**src/rtl/pipe_hazard_ctrl.sv**
```systemverilog
// rtl/pipe_hazard_ctrl.sv - IF/ID front-end sequencing: load-use / HI-LO / imem stalls, branches, exception drain
module pipe_hazard_ctrl #(
    parameter int MULDIV_LAT = 32,
    parameter int EXC_DRAIN  = 2,
    parameter int DELAY_SLOT = 1,
    parameter int CNT_W      = 16
) (
    input  logic             clk,
    input  logic             rst,
    input  logic [4:0]       id_rs,
    input  logic [4:0]       id_rt,
    input  logic             id_use_rs,
    input  logic             id_use_rt,
    input  logic             id_is_mfhilo,
    input  logic             ex_mem_read,
    input  logic [4:0]       ex_rt,
    input  logic             ex_muldiv_start,
    input  logic             br,
    input  logic             except,
    input  logic             imem_ready,
    output logic             pc_en,
    output logic [1:0]       pc_sel,
    output logic             ifid_en,
    output logic             ifid_flush,
    output logic             idex_bubble,
    output logic             epc_capture,
    output logic             muldiv_busy,
    output logic [CNT_W-1:0] stall_cycles
);
    localparam int MD_W = $clog2(MULDIV_LAT + 1);
    localparam int DR_W = (EXC_DRAIN > 1) ? $clog2(EXC_DRAIN) : 1;

    typedef enum logic {RUN, EXC} state_t;

    state_t            state, state_nxt;
    logic [DR_W-1:0]   drain, drain_nxt;
    logic [MD_W-1:0]   md_cnt;
    logic              load_use;
    logic              hilo_stall;
    logic              stall_inc;

    assign load_use = ex_mem_read && (ex_rt != 5'd0) &&
                      ((id_use_rs && (id_rs == ex_rt)) || (id_use_rt && (id_rt == ex_rt)));
    assign hilo_stall  = id_is_mfhilo && ((md_cnt != '0) || ex_muldiv_start);
    assign muldiv_busy = (md_cnt != '0);

    // Outputs are forced low while rst is held so no strobe leaks during reset.
    always_comb begin
        state_nxt   = state;
        drain_nxt   = drain;
        pc_en       = 1'b0;
        pc_sel      = 2'd0;
        ifid_en     = 1'b0;
        ifid_flush  = 1'b0;
        idex_bubble = 1'b0;
        epc_capture = 1'b0;
        if (!rst) begin
            case (state)
                RUN: begin
                    if (except) begin
                        pc_sel      = 2'd2;
                        pc_en       = 1'b1;
                        ifid_flush  = 1'b1;
                        idex_bubble = 1'b1;
                        epc_capture = 1'b1;
                        state_nxt   = EXC;
                        drain_nxt   = DR_W'(EXC_DRAIN - 1);
                    end else if (!imem_ready || load_use || hilo_stall) begin
                        idex_bubble = 1'b1;
                    end else if (br) begin
                        pc_sel     = 2'd1;
                        pc_en      = 1'b1;
                        ifid_en    = 1'b1;
                        ifid_flush = (DELAY_SLOT == 0);
                    end else begin
                        pc_en   = 1'b1;
                        ifid_en = 1'b1;
                    end
                end
                EXC: begin
                    ifid_flush  = 1'b1;
                    idex_bubble = 1'b1;
                    if (drain == '0) state_nxt = RUN;
                    else             drain_nxt = drain - DR_W'(1);
                end
                default: state_nxt = RUN;
            endcase
        end
    end

    assign stall_inc = (state == RUN) && !pc_en && !except && !rst;

    always_ff @(posedge clk or posedge rst) begin
        if (rst) begin
            state        <= RUN;
            drain        <= '0;
            md_cnt       <= '0;
            stall_cycles <= '0;
        end else begin
            state <= state_nxt;
            drain <= drain_nxt;
            if (ex_muldiv_start)    md_cnt <= MD_W'(MULDIV_LAT);
            else if (md_cnt != '0)  md_cnt <= md_cnt - MD_W'(1);
            if (stall_inc && (stall_cycles != '1))
                stall_cycles <= stall_cycles + CNT_W'(1);
        end
    end
endmodule

```
**config.mk**
```make
export PLATFORM = sky130hd
export DESIGN_NAME = pipe_hazard_ctrl
export DESIGN_NICKNAME = d
export VERILOG_FILES = /design/src/rtl/pipe_hazard_ctrl.sv
export SDC_FILE = /design/constraint.sdc
export NUM_CORES = 1
export LEC_CHECK = 0
export BUFFER_PORTS_ARGS = -buffer_cell sky130_fd_sc_hd__buf_2
export CORE_UTILIZATION = 42
export CTS_CLUSTER_SIZE = 8
export DETAILED_ROUTE_END_ITERATION = 16
export HOLD_SLACK_MARGIN = 0.12
export PLACE_DENSITY = 0.73
export SYNTH_ARGS = -nofsm -noshare
export SYNTH_HDL_FRONTEND = slang
export SYNTH_SLANG_ARGS = --single-unit
```
**constraint.sdc**
```tcl
create_clock -name clk -period 4.4 [get_ports clk]
set_input_delay 0.44 -clock clk [delete_from_list [all_inputs] [get_ports clk]]
set_output_delay 0.44 -clock clk [all_outputs]
set_load 0.01 [all_outputs]
```
==> flow_metrics.py <==
metrics = {
    "clock_tree": {
        "post-cts-setup-buffers": 0,
        "clock_latency_ns": 0.32,
        "cts_tree": "done",
        "ctsHoldBuffers": 0,
        "cts_resized": 0,
        "clockBufferDepth": 2,
        "cts_sinks": 24,
        "numCtsBuffers": 3,
        "cts_root_buf": "clkbuf_4",
        "clk_pin_slew_ns": 0.14,
        "htree_num_levels": 1,
    },
    "placement": {
        "io_buffers": 48,
        "dp_hpwl_mm": 2.178,
        "place_congestion": 0.7790,
    },
    "global_routing": {
        "grt_pass1_vias": 1148,
        "grt_use_met1": 0.2189,
        "grtUsageMet2": 0.3263,
        "grtUsageMet3": 0.02857,
        "grt_max_degree": 26,
        "gr-total-overflow": 0,
        "grt.total_usage": 0.1821,
        "busiest_layer": "met2",
        "antenna_found_initial": 0,
        "grt_pass1_wl_mm": 4.795,
    },
    "final_layout": {
        "drive_gt1_frac": 0.2963,
        "multiInputGateArea_um2": 718.2,
        "layout_common_cells": "buf_2 (48), dfrtp_1 (24), xnor2_1 (22)",
        "antennaDiodeCount": 0,
        "seq_area_um2": 600.6,
        "nNetsFinal": 218,
        "area_delta_synth_final_pct": 23.06,
        "fill_cells": 308,
        "final_common_cell": "buf_2",
    },
    "sta": {
        "tightest_slew_ns": 0.9221,
        "totalNegativeSetupSlack_ns": 0,
        "fin_skew_ns": 0.01174,
        "final_max_slew_viol_count": 0,
        "fin_crit_sh": 0.5632,
        "rsz0062_at_grt": "no",
        "fmax_ghz": 0.4035,
        "fin_crit_ns": 2.478,
        "finalHoldViolations": 0,
        "max_slew_margin": 0.3846,
        "setup_violations": 0,
    },
    "setup_path": {
        "path_cells": "inv_1 > ha_1 > nor4bb_1 > a21oi_2 > a21oi_1 > and4_1 > buf_2",
        "path_class": "reg2out",
        "critPathSlowestCell": "dfrtp_1",
        "path_max_fanout": 4,
        "crit_required_ns": 3.96,
        "r2r_slack_ns": 2.29,
        "startpoint_type": "register",
        "arrival_ns": 2.04,
        "endpoint_kind": "output port",
        "max_stage_delay_ns": 0.42,
    },
    "die": {
        "die_area_mm2": 0.003460,
        "fp.dieW_um": 58.83,
        "initial_core_util": 0.4443,
        "row_count": 20,
        "die_y_um": 58.83,
        "core_mm2": 0.003053,
        "io_pins": 49,
    },
    "power": {
        "cellLeakagePower_nw": 0.8220,
        "clkPwrFrac": 0.180,
        "ir_worst_vdd_uv": 217.5,
        "swShare": 0.3537,
        "p_seq_frac": 0.475,
        "p_int_uw": 422.3,
        "combinationalPowerShare": 0.345,
        "switchingPower_uw": 231.2,
        "powerDensity_mw_per_mm2": 391.5,
        "power_uw": 653.5,
    },
    "routing": {
        "ant_nets": 0,
        "detail_route.first_pass.iterations": 3,
        "drc_errors": 0,
        "routedWlPerCell_um": 12.06,
        "dr.first_iter.drc_count": 39,
        "wl_mm": 2.809,
        "vias": 1163,
        "vias_per_cell": 4.991,
    },
    "synthesis": {
        "yosys_warnings": 0,
        "synth_cell_type_count": 33,
        "synthTopCellsByArea": "dfrtp_1 (44%), xnor2_1 (14%), nand2_1 (4.4%)",
        "syn-num-nets": 167,
        "ys_ff_latch": 24,
        "syn-cell-area_mm2": 0.001356,
        "synth_top_area_cell": "dfrtp_1",
        "yosys.area.top_type_share": 0.4428,
        "ys_seq_area_frac": 0.4428,
        "synthCells": 139,
        "synth_area_per_cell_um2": 9.758,
    },
    "run_status": {
        "status": "finished, final reports clean",
    },
    "job": {
        "cap_violations": 0,
    },
    "min_path": {
        "worstHoldPathType": "in2reg",
    },
}
[synthesized netlist by cell type]
library cell,instances
dfrtp_1,24
xnor2_1,22
nand2_1,16
nor2_1,12
nand4_1,6
xor2_1,6
inv_1,5
nand3_1,5
a21oi_1,4
and4_1,4
nor3_1,4
ha_1,3
o21a_1,3
and3_1,2
nand3_2,2
nand3b_1,2
nor4_1,2
o21ai_0,2
a211oi_1,1
a21o_1,1
a21oi_2,1
and2_1,1
buf_4,1
buf_6,1
nand2b_1,1
nor2b_1,1
nor3b_1,1
nor4bb_1,1
o21ai_2,1
o221a_1,1
o22ai_1,1
or3_1,1
or4_1,1
[power by group through the flow]
stage	Combinational, mW	Sequential [mW]	Clock [mW]
final	0.226	0.310	0.117
after global routing	0.258	0.318	0.129
after CTS	0.229	0.311	0.121
after detailed placement	0.228	0.315	0
after global placement	0.217	0.312	0
after floorplan	0.156	0.315	0
[final timing paths]
| path | start | to | cells after the start |
|---|---|---|---|
| worst max-delay path | md_cnt[0]$_DFFE_PP0N_ | pc_sel[0] | 7 |
| worst min-delay path | ex_muldiv_start | md_cnt[4]$_DFFE_PP0N_ | 2 |
| worst max register to register | md_cnt[0]$_DFFE_PP0N_ | stall_cycles[12]$_DFFE_PP0P_ | 8 |
| worst min register to register | stall_cycles[15]$_DFFE_PP0P_ | stall_cycles[15]$_DFFE_PP0P_ | 1 |
| max in group asynchronous | rst | stall_cycles[11]$_DFFE_PP0P_ | 2 |
| min in group asynchronous | rst | stall_cycles[8]$_DFFE_PP0P_ | 2 |
[stage by stage]
step           utilization  hold WS, ns  area [um^2]  cells  setup WS (ns)
3_3_place_gp        0.5348       0.4733         1633    229          2.123
5_1_grt             0.5467       0.3466         1669    233          1.788
6_report            0.5467       0.3532         1669    233          1.922
4_1_cts             0.5467       0.3573         1669    233          1.920
3_5_place_dp        0.5348       0.4766         1633    229          2.098
2_1_floorplan            -       0.4600         1356    139          2.357
[logic make-up after synthesis]
group / Yosys count / share of synthesized area
simple gates: 62 / 0.2454
xor+xnor: 28 / 0.1808
buf+inv: 7 / 0.02768
flops: 24 / 0.4428
fa+ha+maj: 3 / 0.02768
compound gates: 15 / 0.07565
[layout make-up]
| cell class | count | share of cell area |
|---|---|---|
| Clock buffer | 4 | 0.02174 |
| Multi-Input combinational cell | 108 | 0.4303 |
| Inverter | 5 | 0.01124 |
| Tap cell | 44 | 0.03298 |
| Timing Repair Buffer | 48 | 0.1439 |
| Sequential cell | 24 | 0.3598 |
[worst max-delay path: cells and delay by family (launching register included)]
kind	cells	cell delay [ns]
simple gates	2	0.51
flops	1	0.42
fa+ha+maj	1	0.16
compound gates	2	0.40
buf+inv	2	0.24
[registers in the layout, indices dropped and copies added (netlist names)]
register,flops
md_cnt,6
state,1
drain,1
stall_cycles,16
[per-layer routing]
metal,up-vias,wire (um)
met4,0,31
met3,4,80
met2,17,1410
li1,583,-
met5,-,0
met1,559,1286
Note: power is estimated with default switching activity, not from simulation.
